### src/rtl/uart_rx.sv
// 8N1 UART receiver: two-flop synchroniser, centre-of-bit sampling, one-cycle
// data-valid and framing-error strobes.
module uart_rx #(
    parameter int CLOCKS_PER_BIT = 217
) (
    input  logic       i_Clk,
    input  logic       i_Rst_L,
    input  logic       i_RX_Serial,
    output logic       o_RX_DV,
    output logic [7:0] o_RX_Byte,
    output logic       o_RX_Frame_Err,
    output logic       o_RX_Active
);

    // state     | meaning
    // IDLE      | line idle, waiting for a falling edge
    // START_BIT | timing to the centre of the start bit, rejecting glitches
    // DATA_BITS | sampling 8 data bits, LSB first, one per bit period
    // STOP_BIT  | sampling the stop bit, raising DV or framing error
    // WAIT_HIGH | line stuck low after a framing error, waiting for idle
    typedef enum logic [2:0] {
        IDLE,
        START_BIT,
        DATA_BITS,
        STOP_BIT,
        WAIT_HIGH
    } state_t;

    localparam int HALF_BIT = (CLOCKS_PER_BIT - 1) / 2;
    localparam int CNT_W    = $clog2(CLOCKS_PER_BIT) + 1;

    localparam logic [CNT_W-1:0] HALF_CNT = CNT_W'(HALF_BIT);
    localparam logic [CNT_W-1:0] LAST_CNT = CNT_W'(CLOCKS_PER_BIT - 1);
    localparam logic [CNT_W-1:0] CNT_ONE  = CNT_W'(1);

    state_t           state;
    logic [CNT_W-1:0] counter;
    logic [2:0]       bit_idx;
    logic             rx_meta;
    logic             rx_s;

    // Both flops reset high so a reset never looks like a start edge.
    always_ff @(posedge i_Clk or negedge i_Rst_L) begin
        if (!i_Rst_L) begin
            rx_meta <= 1'b1;
            rx_s    <= 1'b1;
        end else begin
            rx_meta <= i_RX_Serial;
            rx_s    <= rx_meta;
        end
    end

    always_ff @(posedge i_Clk or negedge i_Rst_L) begin
        if (!i_Rst_L) begin
            state          <= IDLE;
            counter        <= '0;
            bit_idx        <= '0;
            o_RX_DV        <= 1'b0;
            o_RX_Byte      <= 8'h00;
            o_RX_Frame_Err <= 1'b0;
            o_RX_Active    <= 1'b0;
        end else begin
            o_RX_DV        <= 1'b0;
            o_RX_Frame_Err <= 1'b0;

            case (state)
                IDLE: begin
                    counter     <= '0;
                    bit_idx     <= '0;
                    o_RX_Active <= 1'b0;
                    if (!rx_s) begin
                        state       <= START_BIT;
                        o_RX_Active <= 1'b1;
                    end
                end

                START_BIT: begin
                    if (counter == HALF_CNT) begin
                        counter <= '0;
                        if (!rx_s) begin
                            state <= DATA_BITS;
                        end else begin
                            state       <= IDLE;
                            o_RX_Active <= 1'b0;
                        end
                    end else begin
                        counter <= counter + CNT_ONE;
                    end
                end

                DATA_BITS: begin
                    if (counter == LAST_CNT) begin
                        counter            <= '0;
                        o_RX_Byte[bit_idx] <= rx_s;
                        if (bit_idx == 3'd7) begin
                            bit_idx <= '0;
                            state   <= STOP_BIT;
                        end else begin
                            bit_idx <= bit_idx + 3'd1;
                        end
                    end else begin
                        counter <= counter + CNT_ONE;
                    end
                end

                // Leaves half a bit early so a back-to-back start edge is caught.
                STOP_BIT: begin
                    if (counter == LAST_CNT) begin
                        counter     <= '0;
                        o_RX_Active <= 1'b0;
                        if (rx_s) begin
                            o_RX_DV <= 1'b1;
                            state   <= IDLE;
                        end else begin
                            o_RX_Frame_Err <= 1'b1;
                            state          <= WAIT_HIGH;
                        end
                    end else begin
                        counter <= counter + CNT_ONE;
                    end
                end

                WAIT_HIGH: begin
                    counter <= '0;
                    bit_idx <= '0;
                    if (rx_s) begin
                        state <= IDLE;
                    end
                end

                default: begin
                    state       <= IDLE;
                    counter     <= '0;
                    bit_idx     <= '0;
                    o_RX_Active <= 1'b0;
                end
            endcase
        end
    end

endmodule

### config.mk
export PLATFORM = sky130hd
export DESIGN_NAME = uart_rx
export DESIGN_NICKNAME = d
export VERILOG_FILES = /design/src/rtl/uart_rx.sv
export SDC_FILE = /design/constraint.sdc
export NUM_CORES = 1
export LEC_CHECK = 0
export ABC_AREA = 1
export CAP_MARGIN = 25
export CORE_MARGIN = 2
export CORE_UTILIZATION = 60
export CTS_CLUSTER_DIAMETER = 120
export DETAILED_ROUTE_END_ITERATION = 7
export PLACE_DENSITY = 0.9
export SLEW_MARGIN = 20
export SYNTH_ARGS = -nofsm -noshare
export SYNTH_HDL_FRONTEND = slang
export SYNTH_SLANG_ARGS = --single-unit
### constraint.sdc
create_clock -name i_Clk -period 2.4 [get_ports i_Clk]
set_clock_uncertainty 0.15 [all_clocks]
set_input_delay 0.6 -clock i_Clk [delete_from_list [all_inputs] [get_ports i_Clk]]
set_output_delay 0.6 -clock i_Clk [all_outputs]
set_load 0.005 [all_outputs]
======== After elaboration in Yosys (flattened, before gate mapping) ========
Index checks and enable logic that the tools add are counted.
storage, ports and cells
  bits in registers ....................... 28
  input bits .............................. 3
  logic and storage cells ................. 66
  output and inout port bits .............. 11
operators by class
  bitwise gates (word level) .............. 2
  $lt $le $gt $ge ......................... 2
  multiplexer cells ....................... 28
  add/sub/neg operators ................... 2
  equality and inequality tests ........... 14
  reductions and logical operators ........ 9
operators by type and width
  operator                                                            number
  two-way mux 3 bit                                                   9
  two-way mux 9 bit                                                   2
  one-hot mux 9 bit (2 select lines)                                  1
  one-hot mux 3 bit (5 select lines)                                  1
  inequality test 2 bit (second input constant)                       7
  two-way mux 1 bit                                                   10
  adder 9 x 1 -> 9 bit (second input constant)                        1
  == test 9 x 7 -> 1 bit (second input constant)                      1
  == test 9 x 8 -> 1 bit (second input constant)                      1
  bitwise mux 8 bit                                                   1
  == test 3 x 2 -> 1 bit (second input constant)                      2
  == test 3 bit (second input constant)                               2
  one-hot mux 3 bit (2 select lines)                                  1
  AND reduction 6 bit                                                 1
  OR reduction 2 bit                                                  3
  < comparator 3 x 4 -> 1 bit (second input constant)                 1
  one-hot mux 1 bit (4 select lines)                                  1
  AND reduction 2 bit                                                 2
  AND reduction 4 bit                                                 1
  adder 3 x 1 -> 3 bit (second input constant)                        1
  demux 1 bit (select 3 bit)                                          1
  == test 3 x 1 -> 1 bit (second input constant)                      1
  greater-or-equal comparator 3 x 1 -> 1 bit (second input constant)  1
  logical NOT 3 bit                                                   1
  3 further kinds                                                     4

======== Logic depth before layout (Yosys ltp) ========
  word-level depth ........................ 5
  mapped depth ............................ 9
  depth with buffers taken out ............ 9

======== Worst setup path before layout ========
No wires, ideal clock.
  path type ............................... register -> register
  start point ............................. reg bit_idx[1]
  end point ............................... reg state[1]
  arrival time ............................ 1.194 ns
  cell stages (with the launch flop) ...... 10
  path buffers ............................ 0
  data required time ...................... 2.133 ns
  setup time .............................. 0.117 ns
  period minus slack after synthesis ...... 1.462 ns
  path slack .............................. 0.938 ns
  cells stage by stage .................... dfrtp_1 -> ha_1 -> ha_1 -> inv_1 -> nand3_1 -> nand2_1 -> nor2_1 -> nand3_1 -> nand2_1 -> nand2_1
on the way
  cells in the longest elaborated chain, start to end .. 3
ends and longest elaborated chain
  item                             line  source
  from (decl)                      38    logic [2:0] bit_idx;
  from (signal assigned)           99    bit_idx <= bit_idx + 3'd1;
  == test 3 bit                    95    if (bit_idx == 3'd7) begin
  inequality test 2 bit (no line)  n/a
  AND reduction 6 bit (no line)    n/a
  to (signal assigned)             97    state <= STOP_BIT;
  to (signal assigned)             113   state <= IDLE;
  to (signal assigned)             116   state <= WAIT_HIGH;
  to (decl)                        36    state_t state;
No other way between the ends.
A chain may end at the register's enable or synchronous reset.

======== Worst setup path after layout ========
  start point ............................. reg o_RX_Active
  end point ............................... out o_RX_Active
RTL lines
  item                    line  source
  from (decl)             12    output logic o_RX_Active
  from (signal assigned)  61    o_RX_Active <= 1'b0;
  from (signal assigned)  70    o_RX_Active <= 1'b0;
  from (signal assigned)  73    o_RX_Active <= 1'b1;
No word-level cell between the ends.

==> impl_metrics.ini <==
[finish]
mostFrequentLayoutCells = nand2_1 (48), dfrtp_1 (26), inv_1 (18)
finalNetCount = 197
drive_gt1_frac = 0.0847
antenna_cells = 0
final_core_util = 0.728
final_cells = 217
area_delta_synth_final_pct = 12.3
layout_commonest_cell = nand2_1

[critical_path]
r2r_start = bit_idx[0]
cpPeakStageDelay_ps = 500
arrival_ps = 1220
crit_family = buffers and inverters
r2r_slack_ps = 590
reg2reg_depth = 9
crit_fanout = 2
reg2reg_to = state[1]
cp_slowest_cell = clkdlybuf4s50_1
critPathRequiredTime_ps = 1650
startpoint_type = register
endpoint_kind = output pin
crit_type = reg2out
path_cells = clkdlybuf4s50_1
worstPathBufferInverterCount = 1

[floorplan]
core_area_sq_mm = 0.00228
io_pins = 14
die_width_microns = 53.6
start_util = 0.648
dieArea_sq_mm = 0.00287
die_h_microns = 53.6
rows = 17

[timing]
period_minus_slack_ps = 1970
tightest_slew_ps = 548
rsz0062_at_grt = false
report.final.slew_viol_count = 0
finalHoldViolations = 0
max_clock_freq_mhz = 507
relSlewSlack = 0.634
setup_ws_ps = 428
whs_ps = 219
tns_ps = 0
fin_crit_sh = 0.822
finalSetupViolCount = 0

[hold_path]
holdCritPathClass = reg2reg
hold_depth = 0
min_to = rx_s
hold_path.startpoint = rx_meta

[placed_design]
place_inst = 213
port_buffers = 13
dp_hpwl_microns = 1880
gp_congestion = 0.909
dp_worst_setup_slack_ps = 624

[logic_synthesis]
ys_top_cells_by_area = dfrtp_1 (44%), nand2_1 (12%), nand3_1 (5.8%)
synth.avg_cell_area_sq_um = 8.38
synthArstFlopShare = 1.00
synthFlopType = dfrtp_1
ys_warn_count = 0
ys_seq_area_frac = 0.477
synth_top_family_by_area = simple AND/OR/NAND/NOR gates
synth-xor-area-share = 0.0356
synth.ff_latch_count = 28
synth.distinct_cells = 27
synth_area_leader_cell = dfrtp_1
synth-simple-area-share = 0.328
synth_adder_area_share = 0.0339
synth_mux_area_frac = 0
yosysTopAreaCellShare = 0.441
syn_inst = 176
syn_nets = 183
synth_compound_area_frac = 0.0450
synth_edf_count = 0
netlist_area_sq_mm = 0.00148

[drt]
routed-wl-met2_microns = 1320
wl_met1_microns = 1230
wl_per_cell_microns = 12.4
via_per_inst = 5.38
dr.pass1.iters = 4
route.met3.wl_microns = 112
drt_iter0_drc = 35
drc = 0
dr.max_layer_used = met4
drt_wl_total_microns = 2690
drtAntennaViolNets = 0
via_count = 1168

[pwr]
p_per_area_mw_per_mm2 = 484
peakVddDrop_v = 0.000400
leakagePower_nw = 0.830

[grt]
grt_pass1_wl_microns = 4820
grt_pass1_vias = 1055
grtUsageTotal = 0.236
grt_max_degree = 29
grt-ovfl-total = 0
antenna_found_initial = 0

[clock_tree]
numCtsBuffers = 3
ctsHtreeMaxLevel = 1
cts-resized-gates = 0
cts_hold_buf = 0
cts_root_buffer = clkbuf_4
insertion_delay_ps = 340
tritoncts = yes
clock_sink_count = 28
cts_setup_buffers = 0
clock_path_buffers = 2
clk_pin_slew_ps = 160

[outcome]
outcome = completed

[run]
drv_cap = 0
## worst max path at each step
stage	from	to	cells past startpoint
floorplan	bit_idx[1]	state[1]	9
global placement	bit_idx[0]	state[1]	9
detailed placement	bit_idx[0]	state[1]	9
CTS	o_RX_Active	o_RX_Active	1
global route	o_RX_Byte[1]	o_RX_Byte[1]	1
finish	o_RX_Active	o_RX_Active	1
## sequential cells by signal (all words and copies together) (netlist names)
name and flops:
counter 9, o_RX_Byte 8, bit_idx 3, state 3
o_RX_Active 1, o_RX_DV 1, o_RX_Frame_Err 1, rx_meta 1
rx_s 1
## power breakdown
part           internal (mW)  switching, mW
registers              0.475        0.00336
clock network          0.169          0.139
logic                0.00461         0.0107
total                  0.649          0.153
## cell families (layout without fill, tap and decap cells)
family,count (synthesis),in the layout
flops,28,28
buf+inv,25,38
xor+xnor,6,6
compound gates,12,12
fa+ha+maj,4,4
simple gates,101,101
## per-stage QoR
step	power, mW	cell area [sq um]
finish	0.802	1660
floorplan	0.489	1480
CTS	0.809	1660
global route	0.837	1660
detailed placement	0.503	1600
global placement	0.503	1600
## synthesized netlist by cell type (all sizes together), types with 2 or more instances
cell	instances
buf	5
xor2	5
dfstp	2
o21ai	2
nand3	18
inv	19
nor3	3
nand4	11
a21oi	9
nor2	18
nand2	51
ha	4
dfrtp	26
## per-layer routing
metal / track usage / vias to the layer above
li1: - / 592
met1: 0.321 / 551
met2: 0.362 / 21
met3: 0.0583 / 4
met4: 0.0983 / 0
met5: 0 / -
## layout make-up
class | count | area [sq um]
Tap cell | 28 | 35.0
Inverter | 20 | 75.1
Timing Repair Buffer | 14 | 138
Clock inverter | 1 | 30.0
Clock buffer | 3 | 22.5
Sequential cell | 28 | 703
Multi-Input combinational cell | 123 | 653
Fill cell | 169 | 619
(Power assumes the default switching activity.)
==> variant 1 (config.mk and constraints unchanged) <==
The 5 states of `state_t` get a one-hot encoding in 5 bits.
--- a/src/rtl/uart_rx.sv
+++ b/src/rtl/uart_rx.sv
@@ -20,8 +20,8 @@
     // WAIT_HIGH | line stuck low after a framing error, waiting for idle
-    typedef enum logic [2:0] {
-        IDLE,
-        START_BIT,
-        DATA_BITS,
-        STOP_BIT,
-        WAIT_HIGH
+    typedef enum logic [4:0] {
+        IDLE      = 5'b00001,
+        START_BIT = 5'b00010,
+        DATA_BITS = 5'b00100,
+        STOP_BIT  = 5'b01000,
+        WAIT_HIGH = 5'b10000
     } state_t;
Behaviour: same outputs for any inputs over 10 cycles, from zero or initial values and one cycle with i_Rst_L low; not proved beyond that.
==> variant 1 against the original RTL <==
- routed wire length up 8.7%
- synthesized area up 2.0%
- worst setup slack better by 0.0098 ns
- sequential cell count up 2
- final area up 4.8%
- fmax up 0.50%
- critical endpoint is now o_RX_Byte[7]
Power is not compared: it rests on default switching activity, and its combinational part moved more than twofold at a synthesized area within 25%.
==> variant 1: results (changes against the original RTL) <==
Clock tree
  • Clock latency on the worst-skew pair: 0.34 ns (about the same)
  • TritonCTS Buffers: 5 (was 3)
  • Post-cts sizing count: 0 (unchanged)
  • Reg clk slew, reported paths: 0.09 ns (was 0.16 ns)
  • Clk buf depth: 2 (unchanged)
  • H-tree depth: 2 (was 1)

Global route
  • Tot GR Track Use: 24.2% (was 23.6%)
  • Vias in the first global route: 1,182 (was 1,055)
  • Largest net degree at the start of global routing: 31 (was 29)
  • First-pass GRT wire length: 4900 um (was 4820 um)
  • Initial antenna violation count: 0 (unchanged)
  • Remaining global-route overflow: 0 (unchanged)

Place
  • Placement Setup Slack: 0.609 ns (was 0.624 ns)
  • RD Place Congestion: 0.875 (was 0.909)
  • Dpl hpwl: 2170 um (was 1880 um)

Setup path
  • Slowest-stage cell, CP: clkdlybuf4s50_1 (unchanged)
  • Slowest Stage Delay on Critical Path: 0.51 ns
  • Critical path peak fanout: 2 (unchanged)
  • Top delay family on crit path: buffers and inverters (unchanged)
  • CP arrival: 1.21 ns

Synth
  • Commonest cells post-synth: nand2_1 (42), dfrtp_1 (27), inv_1 (26), nor2_1 (22), nand3_1 (21) (was nand2_1 (48), dfrtp_1 (26), inv_1 (18), nand3_1 (17), nor2_1 (15))
  • Distinct cells, synth: 20 (was 27)
  • Async S/R FF share, synth: 100% (unchanged)
  • Synth warn: 0 (unchanged)
  • Ranking of synthesized cells by area: dfrtp_1 (45%), nand2_1 (10%), nand3_1 (7.0%) (was dfrtp_1 (44%), nand2_1 (12%), nand3_1 (5.8%))
  • Mapped Nets: 191 (was 183)
  • Register area share after synthesis: 50.1% (was 47.7%)

Layout
  • Largest registers: counter: 9 flops, o_RX_Byte: 8 flops, state: 5 flops (was counter: 9 flops, o_RX_Byte: 8 flops)
  • Final #Nets: 211 (was 197)
  • Layout cells sized above 1: 11.2% (was 8.47%)

Route
  • Iteration-0 DRC Markers: 36 (was 35)
  • Via count: 1,252 (was 1,168)
  • Pre-antenna DRT Iters: 4 (unchanged)
  • Post-Route WL: 2920 um (was 2690 um)

Power and ir drop
  • Pleak: about 0.84 nW
  • Worst vdd ir: 0.561 mV

STA
  • Slew headroom: 73.6% (was 63.4%)

Run status
  • Status: finished, final reports clean (unchanged)

Min path
  • Hold Crit Class: flop to flop (unchanged)
[variant 1: cell count changes after synthesis, sizes merged, moves of 3 or more]
cell,unedited run,this run
a21oi,9,1
nand3,18,21
nor2,18,27
nand4,11,2
buf,5,0
inv,19,27
nand2,51,46
o21ai,2,14
[variant 1: routing by layer]
metal,GRT usage (%),part of all wire (%),vias to the layer above
li1,-,-,620
met1,28.8,41,592
met2,38.2,52,34
met3,9.72,5.9,6
met4,11.3,1.4,0
met5,0,0,-
[variant 1: kinds of logic after synthesis]
group / after synthesis / share of synthesized area [%]
AND/OR/NAND/NOR: 101 / 30.3
flip-flops: 30 / 50.1
AO/OA/AOI/OAI: 15 / 5.74
buffers and inverters: 28 / 6.98
XOR/XNOR: 6 / 3.49
adder cells (fa/ha/maj): 4 / 3.33
[variant 1: report_power, final]
part           leakage (nW)  switching, mW  total [mW]  internal, mW
clock                0.0353          0.167       0.309         0.142
combinational         0.400          0.297       0.444         0.147
sequential            0.406         0.0590       0.628         0.569
total                 0.841          0.523        1.38         0.857
[variant 1: cell type report]
type	count	area, um2
clock inverter	1	5.00
fill	186	696
sequential	30	754
tap	30	37.5
multi-input combinational	126	646
clock buffer	7	55.1
inverter	27	101
timing repair buffer	14	138
[variant 1: final timing paths]
| check | startpoint | end | slack, ns | cells after the start |
|---|---|---|---|---|
| max in group asynchronous | i_Rst_L | rx_s | 1.31 | 2 |
| hold / removal | rx_meta | rx_s | 0.21 | 0 |
| setup reg to reg | counter[0] | o_RX_Byte[0] | 0.58 | 9 |
| hold reg to reg | rx_meta | rx_s | 0.21 | 0 |
| min in group asynchronous | i_Rst_L | bit_idx[1] | 0.48 | 2 |
| setup / recovery | o_RX_Byte[7] | o_RX_Byte[7] | 0.44 | 1 |
[variant 1: through the flow]
stage               utilization, %  cells  instance area (um2)
floorplan                        -    184                 1510
global placement              68.9    227                 1680
detailed placement            68.9    227                 1680
CTS                           71.4    235                 1740
global route                  71.4    235                 1740
finish                        71.4    235                 1740
==> variant 2 (config.mk and constraints unchanged) <==
Made on the original files. `CLOCKS_PER_BIT`: 217 -> 434.
--- a/src/rtl/uart_rx.sv
+++ b/src/rtl/uart_rx.sv
@@ -3,3 +3,3 @@
 module uart_rx #(
-    parameter int CLOCKS_PER_BIT = 217
+    parameter int CLOCKS_PER_BIT = 434
 ) (
Formal check against the unedited RTL: no difference found for any inputs over 10 cycles, from zero or initial values and one cycle with i_Rst_L low; that may be too few to reach the edited logic, so the function may still have changed.
==> variant 2 against the original RTL <==
- final area grew 2.0%
- core utilization increased by 2.1 points
- count of clock-buffer cells in the layout rose by 4
- routed wire length grew 4.6%
- worst setup slack gained 0.020 ns
- sequential share of layout area grew 0.66 points
- sequential cell count grew 1
- largest cell class unchanged
- highest routed layer unchanged
- total power rose by 5.1%
- synthesized area decreased by 1.7%
==> variant 2: results (changes against the original RTL) <==
Run status
  • Status: finished, final reports clean (unchanged)

Clock tree
  • H-tree depth: 2 (was 1)
  • Post-CTS Setup Inserts: 0 (unchanged)
  • Root Driver: clkbuf_4 (unchanged)
  • TritonCTS Buffers: 5 (was 3)
  • Reg clk slew, reported paths: 0.10 ns (was 0.16 ns)
  • Post-cts sizing count: 0 (unchanged)

Layout
  • Layout cells sized above 1: 9.55% (was 8.47%)
  • Fill count: 173 (was 169)
  • Final #Nets: 206 (was 197)
  • Antenna cells: 0 (unchanged)
  • Largest registers: counter: 10 flops, o_RX_Byte: 8 flops (was counter: 9 flops, o_RX_Byte: 8 flops)
  • Post-Layout Cell Count: 227 (was 217)

Power and ir drop
  • Worst vdd ir: 0.396 mV (was 0.400 mV)
  • Pleak: 0.761 nW (was 0.830 nW)

STA
  • Slew @ Worst Pin: 0.420 ns (was 0.548 ns)

Setup path
  • Slowest-stage cell, CP: clkdlybuf4s50_1 (unchanged)
  • Worst R2R Setup Slack: 0.67 ns (was 0.59 ns)
  • Slowest Stage Delay on Critical Path: 0.51 ns
  • R2r startpoint: counter[1] (was bit_idx[0])
  • CP Capture Type: output port (unchanged)
  • CP arrival: 1.20 ns (was 1.22 ns)
  • Critical path peak fanout: 2 (unchanged)
  • CP endpoint: o_RX_Byte[3] (was o_RX_Active)
  • R2r worst-path depth: 9 (unchanged)
  • FF-to-FF End: counter[5] (was state[1])
  • Crit. Startpoint: o_RX_Byte[3] (was o_RX_Active)

Place
  • Dpl cells: 219 (was 213)
  • RD Place Congestion: 0.833 (was 0.909)
  • Dpl hpwl: 2150 um (was 1880 um)
  • Port bufs: 13 (unchanged)

Synth
  • Synth warn: 0 (unchanged)
  • Commonest cells post-synth: nand2_1 (51), nor2_1 (34), dfrtp_1 (27), inv_1 (15), nand3_1 (10) (was nand2_1 (48), dfrtp_1 (26), inv_1 (18), nand3_1 (17), nor2_1 (15))
  • Distinct cells, synth: 24 (was 27)
  • Mapped Nets: 186 (was 183)
  • Async S/R FF share, synth: 100% (unchanged)
  • Ranking of synthesized cells by area: dfrtp_1 (47%), nand2_1 (13%), nor2_1 (8.8%) (was dfrtp_1 (44%), nand2_1 (12%), nand3_1 (5.8%))
  • Mean Syn Cell Area: 8.15 um2 (was 8.38 um2)
  • Register area share after synthesis: 50.2% (was 47.7%)
  • Ys flop type: dfrtp_1 (unchanged)

Min path
  • Hold Crit Class: flop to flop (unchanged)

Global route
  • Tot GR Track Use: 24.5% (was 23.6%)
  • Largest net degree at the start of global routing: 30 (was 29)
  • First-pass GRT wire length: 4950 um (was 4820 um)

Route
  • Via count: 1,191 (was 1,168)
  • WL/cell: 12.4 um (about the same)
  • Iteration-0 DRC Markers: 24 (was 35)
[variant 2: changes by cell type in the layout (fill, tap and decap cells not counted), sizes merged, moves of 2 or more]
cell | unedited run | this run
a21oi | 9 | 3
clkbuf | 3 | 7
inv | 19 | 16
nand2 | 51 | 53
nand3 | 18 | 11
nand4 | 11 | 1
nor2 | 18 | 36
nor3 | 3 | 1
o21ai | 2 | 12
[variant 2: metal layers]
| metal | global-route usage (%) | wire [um] | up-vias |
|---|---|---|---|
| li1 | - | - | 594 |
| met1 | 31.1 | 1210 | 564 |
| met2 | 40.6 | 1430 | 29 |
| met3 | 6.78 | 149 | 4 |
| met4 | 7.26 | 24 | 0 |
| met5 | 0 | 0 | - |
[variant 2: layout make-up]
class	count	area share, %
clock buffer	7	3.85
timing repair buffer	14	8.15
clock inverter	1	0.296
multi-input combinational	132	39.0
sequential	29	43.1
tap	28	2.07
inverter	16	3.56
[variant 2: per-stage QoR]
step	cell area, um2	util [%]	worst slack [ns]	hold slack (ns)
after floorplan	1450	-	0.857	0.154
after global placement	1620	71.8	0.764	0.196
after detailed placement	1620	71.8	0.660	0.201
after CTS	1690	74.9	0.433	0.214
after global routing	1690	74.9	0.382	0.218
final	1690	74.9	0.448	0.213
[variant 2: logic make-up after synthesis]
logic type      after synthesis  share of synthesized area (%)
buf+inv                      17                           4.40
compound gates               16                           6.47
xor+xnor                      7                           4.23
flops                        29                           50.2
fa+ha+maj                     5                           4.31
simple gates                104                           30.4
[variant 2: report_power, final]
part / switching [mW] / internal, mW
Clock: 0.163 / 0.169
Sequential: 0.000883 / 0.491
Combinational: 0.0140 / 0.00455
